--- src/rtl/ofifo_drain_ctrl.sv ---
// Drain sequencer: pops rows out of the MAC-array output FIFO and writes them
// to consecutive partial-sum SRAM addresses, then pulses done.
module ofifo_drain_ctrl #(
    parameter int addr_w = 11,
    parameter int cnt_w  = 12
) (
    input  logic              clk,
    input  logic              reset,
    input  logic              start,
    input  logic [addr_w-1:0] base_addr,
    input  logic [cnt_w-1:0]  num_rows,
    input  logic              ofifo_valid,
    input  logic              mem_busy,
    output logic              ofifo_rd,
    output logic              psum_cen,
    output logic              psum_wen,
    output logic [addr_w-1:0] psum_addr,
    output logic              busy,
    output logic              done,
    output logic [cnt_w-1:0]  count
);

    typedef enum logic [1:0] {
        ST_IDLE  = 2'd0,
        ST_DRAIN = 2'd1,
        ST_DONE  = 2'd2
    } state_e;

    state_e            state_q, state_d;
    logic [cnt_w-1:0]  count_q, count_d;
    logic [cnt_w-1:0]  nrows_q, nrows_d;
    logic [addr_w-1:0] base_q, base_d;
    logic [addr_w-1:0] addr_q, addr_d;

    logic              pop_s;
    logic [cnt_w-1:0]  count_inc_s;
    logic [addr_w-1:0] cur_addr_s;

    // Address of the row being written this cycle; wraps modulo 2**addr_w.
    always_comb begin
        cur_addr_s  = base_q + count_q[addr_w-1:0];
        count_inc_s = count_q + {{(cnt_w-1){1'b0}}, 1'b1};
        pop_s       = (state_q == ST_DRAIN) && ofifo_valid && !mem_busy;
    end

    // State, job parameters, row count and held SRAM address.
    always_ff @(posedge clk or negedge reset) begin
        if (!reset) begin
            state_q <= ST_IDLE;
            count_q <= {cnt_w{1'b0}};
            nrows_q <= {cnt_w{1'b0}};
            base_q  <= {addr_w{1'b0}};
            addr_q  <= {addr_w{1'b0}};
        end else begin
            state_q <= state_d;
            count_q <= count_d;
            nrows_q <= nrows_d;
            base_q  <= base_d;
            addr_q  <= addr_d;
        end
    end

    // Next-state logic; start is only honoured in IDLE.
    always_comb begin
        state_d = state_q;
        count_d = count_q;
        nrows_d = nrows_q;
        base_d  = base_q;
        addr_d  = pop_s ? cur_addr_s : addr_q;
        case (state_q)
            ST_IDLE: begin
                if (start) begin
                    count_d = {cnt_w{1'b0}};
                    if (num_rows != {cnt_w{1'b0}}) begin
                        nrows_d = num_rows;
                        base_d  = base_addr;
                        state_d = ST_DRAIN;
                    end else begin
                        state_d = ST_DONE;
                    end
                end else begin
                    state_d = ST_IDLE;
                end
            end
            ST_DRAIN: begin
                if (pop_s) begin
                    count_d = count_inc_s;
                    if (count_inc_s == nrows_q) begin
                        state_d = ST_DONE;
                    end else begin
                        state_d = ST_DRAIN;
                    end
                end else begin
                    state_d = ST_DRAIN;
                end
            end
            ST_DONE: begin
                state_d = ST_IDLE;
            end
            default: begin
                state_d = ST_IDLE;
            end
        endcase
    end

    // Pop/write strobes are Mealy so FIFO data, address and enables line up
    // in the same cycle; the address is held at the last written row otherwise.
    always_comb begin
        ofifo_rd  = pop_s;
        psum_cen  = !pop_s;
        psum_wen  = !pop_s;
        psum_addr = (state_q == ST_DRAIN) ? cur_addr_s : addr_q;
        busy      = (state_q == ST_DRAIN);
        done      = (state_q == ST_DONE);
        count     = count_q;
    end

endmodule

--- config.mk ---
export PLATFORM = sky130hd
export DESIGN_NAME = ofifo_drain_ctrl
export DESIGN_NICKNAME = d
export VERILOG_FILES = /design/src/rtl/ofifo_drain_ctrl.sv
export SDC_FILE = /design/constraint.sdc
export NUM_CORES = 1
export LEC_CHECK = 0
export BUFFER_PORTS_ARGS = -buffer_cell sky130_fd_sc_hd__buf_2
export CAP_MARGIN = 20
export CORE_MARGIN = 5
export CORE_UTILIZATION = 59
export CTS_BUF_LIST = sky130_fd_sc_hd__clkbuf_16
export DETAILED_ROUTE_END_ITERATION = 8
export GPL_ROUTABILITY_DRIVEN = 1
export PLACE_DENSITY = 0.91
export SLEW_MARGIN = 25
export SYNTH_ARGS = -nofsm -noshare
export SYNTH_HDL_FRONTEND = slang
export SYNTH_SLANG_ARGS = --single-unit
export TNS_END_PERCENT = 30
--- constraint.sdc ---
create_clock -name clk -period 4.6 [get_ports clk]
set_input_delay 0.69 -clock clk [delete_from_list [all_inputs] [get_ports clk]]
set_output_delay 0.69 -clock clk [all_outputs]
set_load 0.1 [all_outputs]
Word level (Yosys, flattened, before mapping) --
Cells that the tools add are included.
Cells by class: equality and inequality tests 5, reduce and logical (&&, ||, !) cells 9, add/sub/neg operators 2, multiplexer cells 9
Operators with widths (count):
- 2-to-1 mux 12 bit | 2
- case mux 12 bit (2 select lines) | 1
- adder 12 x 1 -> 12 bit, second input constant | 1
- == test 12 bit | 1
- nonzero test 12 bit | 1
- adder 11 bit | 1
- 2-to-1 mux 11 bit | 1
- 2-to-1 mux 2 bit | 4
- AND reduction 3 bit | 2
- case mux 2 bit (2 select lines) | 1
- == test 2 x 1 -> 1 bit, second input constant | 1
- == test 2 bit, second input constant | 1
- logical AND 1 bit | 2
- logical NOT 1 bit | 2
- logical NOT 2 bit | 1
- != test 2 x 1 -> 1 bit, second input constant | 1
- != test 2 bit, second input constant | 1
- nonzero test 2 bit | 1
Storage, ports and cells: bits in registers 48, input port bits 28

Longest topological paths before layout --
Gate-level depths: netlist (run 1).
word-level depth 5, depth in mapped cells 9, gate-level depth less buffers 9

Least setup slack after synthesis (run 1) --
OpenSTA, ideal clock, no wires.
kind reg-to-output, from register count_q[0], in the netlist count[0], to output port psum_addr[10], slack -715 ps, arrival 4625 ps, cell stages (with the launch flop) 9, cells stage by stage dfrtp_1 ha_1 fa_1 a211oi_1 nor2_1 o21ai_0 o21ai_0 xnor2_1 o21ai_0
On the way: cells in the longest elaborated chain, start to end 2
RTL lines:
- start: declaration | RTL line 30 | logic [cnt_w-1:0] count_q, count_d;
- start signal: assignment | RTL line 50 | count_q <= {cnt_w{1'b0}};
- start signal: assignment | RTL line 56 | count_q <= count_d;
- adder 11 bit | RTL line 41 | cur_addr_s = base_q + count_q[addr_w-1:0];
- 2-to-1 mux 11 bit | RTL line 112 | psum_addr = (state_q == ST_DRAIN) ? cur_addr_s : addr_q;
- end: declaration | RTL line 17 | output logic [addr_w-1:0] psum_addr,
No other way between the ends.

Worst setup path in the final report (run 1) --
Same ends and word-level chain as after synthesis.

==> impl_results.rst, run 1 <==
.. list-table::
   :header-rows: 1

   * - Metric
     - Value
   * - Outcome
     - complete, no violations
   * - CP required
     - 3.91 ns
   * - Most frequent standard cell in the layout excluding fill and tap cells
     - buf_2
   * - Met3 track utilization from global routing
     - 4.308%
   * - Setup repair after global routing missed its margin
     - no
   * - Arrival time worst endpoint
     - between 3 and 4 ns
   * - Maximum number of pins on one net before global-route repair
     - 49
   * - First-pass GRT wire length
     - between 10000 and 15000 um
   * - Total grt overflow
     - 0
   * - CTS Hold Buffers Added
     - 0
   * - Final-layout setup total negative slack
     - 0 ns
   * - Kind of critical path
     - reg2out
   * - Critical Path End Type
     - output port
   * - Number of resized instances in the post-cts repair step
     - 0
   * - Port-buffer cells
     - 55
   * - Fmax
     - between 200 and 300 MHz
   * - Final setup violation count
     - 0
   * - Worst Tran Pin Value
     - 0.9216 ns
   * - Die area
     - 6292 sq um
   * - Met1 track utilization from global routing
     - 27.59%
   * - Most used cells in the layout excluding fill and tap cells
     - buf_2 (54), dfrtp_1 (48), nand2_1 (44)
   * - Count of H-tree levels built during CTS
     - 2
   * - Area post-placement
     - 3133 sq um
   * - Routed via count
     - 2396
   * - Clk pin slew, worst setup/hold paths
     - around 0.06 ns
   * - Horizontal die dimension
     - roughly 79 um
   * - Final Hold Fails
     - 0
   * - Cell taking the most area after synthesis
     - dfrtp_1
   * - Clock tree buffer depth
     - 2
   * - Fraction of final layout cells with drive strength greater than 1
     - between 20% and 30%
   * - Final Max Tran Viols
     - 0
   * - Portion of the post-synthesis area used by sequential elements
     - 42.37%
   * - Path class of the lowest-slack min-delay path
     - in2async
   * - Grt peak-use layer
     - met2
   * - Final critical-path share of the clock period
     - 81.66%
   * - Clock insertion delay at the later pin of the skew report
     - 0.28 ns
   * - Standard-cell rows
     - 25
   * - Nets@finish
     - 385
   * - Library cell used as clock root buffer
     - clkbuf_16
   * - Ports
     - 56
   * - Remaining antenna violation count
     - 0
   * - Overall track demand over capacity in global routing
     - 22.18%
   * - First-pass DRT Iterations
     - 4
   * - Area share of the largest cell type after synthesis
     - between 40 and 50%
   * - Post-route DRC
     - 0
   * - #FFs+latches synth
     - 48
   * - Vias in the first global route
     - 2388
   * - Number of standard cells after synthesis
     - 297
   * - Area inside the core boundary
     - 4692 sq um
   * - Synth Cell Area
     - 2835 sq um
   * - Max-cap violations
     - 0
   * - Global Route met2 Usage
     - a little under two fifths
   * - Worst Setup Start Kind
     - flop
   * - Fin area
     - 3272 sq um
   * - Number of antenna violations at the first check in global routing
     - 0
   * - Final wirelength
     - approximately 6500 um
   * - Storage element area
     - 1201 sq um
   * - Placed Cells incl. Taps
     - 392
   * - RePlAce Congestion
     - 0.9085
   * - Non-filler instance count after layout
     - 400
   * - Synthesized net count
     - 337
   * - Antenna cells
     - 0
   * - Area added between synthesis and finish
     - 15.40%
   * - Number of buffers inserted by post-CTS setup repair
     - 0
   * - Number of clock sinks seen by CTS
     - 48
   * - Vias/cell
     - ~6
   * - Fill count
     - 367
   * - Die span in y
     - just under 80 um
   * - Worst clock skew on the final layout
     - 0.003337 ns
   * - Largest cells by area after synthesis
     - dfrtp_1 (42%), mux2_2 (9.5%), o21ai_0 (7.2%), nand2_1 (5.8%), xnor2_1 (5.3%)
   * - Distinct cell type count of the synthesized netlist
     - 41
   * - Max Fanout on Critical Path
     - 9
   * - YS warnings
     - 0
   * - Headroom to the max-slew limit
     - 38.56%
   * - Min Clock Period, post-route
     - around 3.8 ns
   * - Initial core utilization
     - 60.43%
   * - Average cell area after synthesis
     - approximately 9.5 sq um
   * - Detailed router's first-iteration violation count
     - 119
   * - Final routed wire length divided by cell count
     - about 16 um
   * - CTS tree
     - yes
   * - Multi-input combinational cell area
     - 1551 sq um
   * - Dpl hpwl
     - 4746 um
   * - CTS Buf Count
     - 5
-- synthesized netlist by cell type --
cell type	number
nor3_1	2
clkbuf_2	1
buf_4	1
a211oi_1	4
a211o_1	1
inv_1	6
nor3b_1	1
o41ai_1	1
ha_1	11
xor2_2	1
xor2_1	11
o21a_1	1
nor2_1	11
a31oi_1	3
and3_1	2
o31ai_1	2
o21ai_0	41
and2_1	2
and4_1	3
nor4_1	4
a311oi_1	1
fa_1	1
or3_1	2
nand2_1	44
dfrtp_1	48
a21oi_1	10
a2111oi_0	2
mux2_2	24
a22o_1	1
nand2b_1	1
a21o_1	5
o21bai_1	2
nor2b_1	2
or2_2	1
clkbuf_1	12
buf_2	2
nand3_1	6
nand4_1	5
xnor2_1	17
o32ai_2	1
nand3b_1	1
-- cell type report --
| type | instances | area share (%) |
|---|---|---|
| sequential | 48 | 36.71 |
| multi-input combinational | 227 | 47.42 |
| inverter | 6 | 0.6883 |
| timing repair buffer | 57 | 8.948 |
| clock inverter | 3 | 0.3442 |
| tap | 54 | 2.065 |
| clock buffer | 5 | 3.824 |
-- state kept, by name, summed over array words and instances, names as in the netlist --
register / count
count: 12
nrows_q: 12
addr_q: 11
base_q: 11
state_q: 2
-- worst paths after layout --
| check | cells past startpoint | slack, ns | end | startpoint |
|---|---|---|---|---|
| max in group asynchronous | 1 | 3.79 | count[11]$_DFFE_PN0P_ | reset |
| setup / recovery | 9 | 0.84 | psum_addr[10] | count[0]$_DFFE_PN0P_ |
| hold / removal | 1 | 0.40 | addr_q[2]$_DFFE_PN0P_ | reset |
| setup reg to reg | 8 | 1.94 | count[5]$_DFFE_PN0P_ | state_q[1]$_DFF_PN0_ |
| min in group clk | 2 | 0.48 | addr_q[9]$_DFFE_PN0P_ | addr_q[9]$_DFFE_PN0P_ |
| hold reg to reg | 2 | 0.48 | addr_q[9]$_DFFE_PN0P_ | addr_q[9]$_DFFE_PN0P_ |
-- metal layers --
layer	part of all wire (%)	up-vias	wire length, um
met5	0	-	0
met4	2.0	0	130
met3	4.9	12	317
met2	49	64	3194
met1	44	1167	2825
li1	-	1153	-
-- cells by family (layout without fill, tap and decap cells) --
kind of cell / Yosys count / in the layout / synth area share, %
buffers and inverters: 22 / 71 / 3.177
AND/OR/NAND/NOR: 87 / 87 / 14.34
XOR/XNOR: 29 / 29 / 9.223
multiplexers: 24 / 24 / 9.532
adder cells (fa/ha/maj): 12 / 12 / 5.560
AO/OA/AOI/OAI: 75 / 75 / 15.80
flip-flops: 48 / 48 / 42.37
-- per-stage QoR --
step	setup slack [ns]	utilization, %	hold slack (ns)
floorplan	-0.5050	-	0.3944
global placement	1.242	66.67	0.4573
global route	0.6282	69.73	0.4557
finish	0.8435	69.73	0.3967
CTS	0.8417	69.68	0.4839
detailed placement	1.152	66.77	0.4701
-- worst max-delay path, stage by stage, from the launching register on --
cell,delay (ns)
dfrtp_1,0.49
ha_1,0.30
fa_1,0.45
a211oi_1,0.32
nor2_1,0.09
o21ai_0,0.26
o21ai_0,0.16
xnor2_1,0.16
o21ai_1,0.12
buf_2,0.43
Power of run 1 is not shown: default switching activity piles up to over one toggle a cycle in this logic, so the estimate is an artifact.
==> run 2, diff against run 1 <==
ABC_AREA = 1   (was not set)
CORE_UTILIZATION = 50   (was 59)
PLACE_DENSITY = 0.82   (was 0.91)
clock period = 3.2 ns   (was 4.6 ns; I/O delays follow)
==> impl_results.rst, run 2 <==
.. list-table::
   :header-rows: 1

   * - Metric
     - Value
   * - CTS Hold Buffers Added
     - 0
   * - Most frequent standard cell in the layout excluding fill and tap cells
     - nand2_1
   * - Async set-reset flop share out of synthesis
     - 100.0%
   * - Number of clock sinks seen by CTS
     - between 40 and 50
   * - Ports
     - 56
   * - Number of buffers inserted by post-CTS setup repair
     - 0
   * - Worst Setup Start Kind
     - flop
   * - CP required
     - 2.72 ns
   * - Number of enable-type register cells in the synthesized netlist
     - 0
   * - Clk pin slew, worst setup/hold paths
     - 0.06 ns
   * - Max Fanout on Critical Path
     - 10
   * - YS warnings
     - 0
   * - Most used cells in the layout excluding fill and tap cells
     - nand2_1 (123), buf_2 (50), dfrtp_1 (47)
   * - Total grt overflow
     - 0
   * - Number of resized instances in the post-cts repair step
     - 0
   * - Number of standard cells after synthesis
     - between 300 and 400
   * - RePlAce Congestion
     - 0.9189
   * - Count of H-tree levels built during CTS
     - 2
   * - Number of antenna violations at the first check in global routing
     - 0
   * - Area inside the core boundary
     - 5851 sq um
   * - CTS Buf Count
     - 5
   * - Library cell used as clock root buffer
     - clkbuf_16
   * - First-pass DRT Iterations
     - 5
   * - Fraction of final layout cells with drive strength greater than 1
     - 20.58%
   * - Final-layout setup total negative slack
     - 0 ns
   * - CTS tree
     - yes
   * - Synthesized net count
     - approximately 440
   * - Non-filler instance count after layout
     - 527
   * - Maximum number of pins on one net before global-route repair
     - 49
   * - Most used cell along the critical path
     - nand2_1
   * - Critical Path, Cell by Cell
     - ha_1 > fa_1 > nand3_1 > nand2_1 > a21boi_2 > nor2_1 > nor2_1 > xnor2_1 > nand2_1 > nand2_1 > buf_12
   * - Fmax
     - 326.3 MHz
   * - Buffering stage count on the worst path with inverters included
     - 1
   * - Worst-path cell with the longest stage delay
     - dfrtp_2
   * - Final routed wire length divided by cell count
     - 13.82 um
   * - Multi-input combinational cell area
     - approximately 1600 sq um
   * - Most used standard cell by instance count after synthesis
     - nand2_1
   * - #FFs+latches synth
     - 48
   * - Vias in the first global route
     - between 2000 and 3000
   * - Die area
     - 7627 sq um
   * - Distinct cell type count of the synthesized netlist
     - 28
   * - Initial core utilization
     - 51.11%
   * - Outcome
     - complete, no violations
   * - Worst Tran Pin Value
     - 0.6089 ns
   * - Min Clock Period, post-route
     - ~3.1 ns
   * - Arrival time worst endpoint
     - 2.58 ns
   * - Final setup violation count
     - 0
   * - Area share of the largest cell type after synthesis
     - 40.17%
   * - Final Max Tran Viols
     - 0
   * - Storage element area
     - 1202 sq um
   * - Kind of cell adding the most delay to the critical path
     - adder cells
   * - Clock insertion delay at the later pin of the skew report
     - 0.29 ns
   * - Largest cells by area after synthesis
     - dfrtp_1 (40%), nand2_1 (15%), nand3_1 (5.4%), mux2_2 (5.3%), inv_1 (4.9%)
   * - Critical Path End Type
     - output port
   * - Final Hold Fails
     - 0
   * - Area added between synthesis and finish
     - 17.66%
   * - Synth Cell Area
     - 2990 sq um
   * - Crit path largest cell delay
     - 0.48 ns
   * - Dpl hpwl
     - 5495 um
   * - Vias/cell
     - 5.368
   * - Die span in y
     - 87.34 um
   * - First-pass GRT wire length
     - 12210 um
   * - Horizontal die dimension
     - around 87 um
   * - Worst clock skew on the final layout
     - 0.006102 ns
   * - Final wirelength
     - 7283 um
   * - Headroom to the max-slew limit
     - 59.40%
   * - Final critical-path share of the clock period
     - a little over nine tenths
   * - Overall track demand over capacity in global routing
     - 19.96%
   * - Setup repair after global routing missed its margin
     - yes
   * - Primary flip-flop cell chosen by synthesis mapping
     - dfrtp_1
   * - Port-buffer cells
     - 55
   * - Area post-placement
     - 3342 sq um
   * - Remaining antenna violation count
     - 0
   * - Fill count
     - 514
   * - Nets@finish
     - about 500
   * - Path class of the lowest-slack min-delay path
     - in2async
   * - Kind of critical path
     - reg2out
   * - Placed Cells incl. Taps
     - roughly 520
   * - Standard-cell rows
     - 28
   * - Detailed router's first-iteration violation count
     - 148
   * - Antenna cells
     - 0
   * - Max-cap violations
     - 0
   * - Post-route DRC
     - 0
   * - Fin area
     - approximately 3500 sq um
   * - Average cell area after synthesis
     - 7.571 sq um
   * - Clock tree buffer depth
     - 2
   * - Portion of the post-synthesis area used by sequential elements
     - 40.17%
   * - Commonest cells in the synthesized netlist
     - nand2_1 (123), dfrtp_1 (48), inv_1 (39)
   * - Cell taking the most area after synthesis
     - dfrtp_1
   * - Routed via count
     - 2829
[run 2: cell types whose count changed after synthesis, moves of 7 or more]
cell      delta
o22ai_1      +8
xor2_1       -9
o21ai_0     -20
nand2_1     +79
inv_1       +33
nor2_1      +24
nand3b_1     +7
clkbuf_1     -9
nand3_1     +26
xnor2_1     -12
mux2_2      -10
[run 2: path summary, 6_finish.rpt]
kind                                       startpoint                     end  slack [ns]  cells past startpoint
worst max-delay path             count[0]$_DFFE_PN0P_            psum_addr[8]        0.14                     11
worst min-delay path                            reset   addr_q[3]$_DFFE_PN0P_        0.20                      1
min in group clk                        base_addr[10]  base_q[10]$_DFFE_PN0P_        0.42                      2
worst max register to register   state_q[1]$_DFF_PN0_    state_q[0]$_DFF_PN0_        0.75                     12
max in group asynchronous                       reset    count[0]$_DFFE_PN0P_        2.56                      1
worst min register to register  addr_q[6]$_DFFE_PN0P_   addr_q[6]$_DFFE_PN0P_        0.48                      2
[run 2: through the flow]
step / hold WS [ns] / setup slack, ns / util, %
2_1_floorplan: 0.1844 / -0.6161 / -
3_3_place_gp: 0.4625 / 0.4158 / 57.08
3_5_place_dp: 0.4650 / 0.3438 / 57.12
4_1_cts: 0.2290 / 0.03794 / 59.92
5_1_grt: 0.2596 / -0.01182 / 60.14
6_report: 0.1994 / 0.1351 / 60.14
[run 2: cell type report]
class / count / area share, %
Inverter: 40 / 4.267
Tap cell: 75 / 2.667
Sequential cell: 48 / 34.17
Multi-Input combinational cell: 298 / 45.06
Clock buffer: 5 / 3.556
Clock inverter: 3 / 1.102
Timing Repair Buffer: 58 / 9.175
[run 2: kinds of logic after synthesis]
logic type / Yosys count / share of synthesized area [%]
simple gates: 217 / 31.30
mux: 15 / 5.648
buf+inv: 49 / 7.196
xor+xnor: 7 / 2.050
compound gates: 47 / 8.369
fa+ha+maj: 12 / 5.272
flops: 48 / 40.17
[run 2: metal layers]
layer | global-route usage [%] | vias to the layer above | routed length [um]
met1 | 26.12 | 1305 | 3172
met2 | 34.04 | 104 | 3517
li1 | - | 1408 | -
met3 | 3.406 | 12 | 485
met5 | 0 | - | 0
met4 | 5.300 | 0 | 107
Power of run 2 is left out for the same reason.
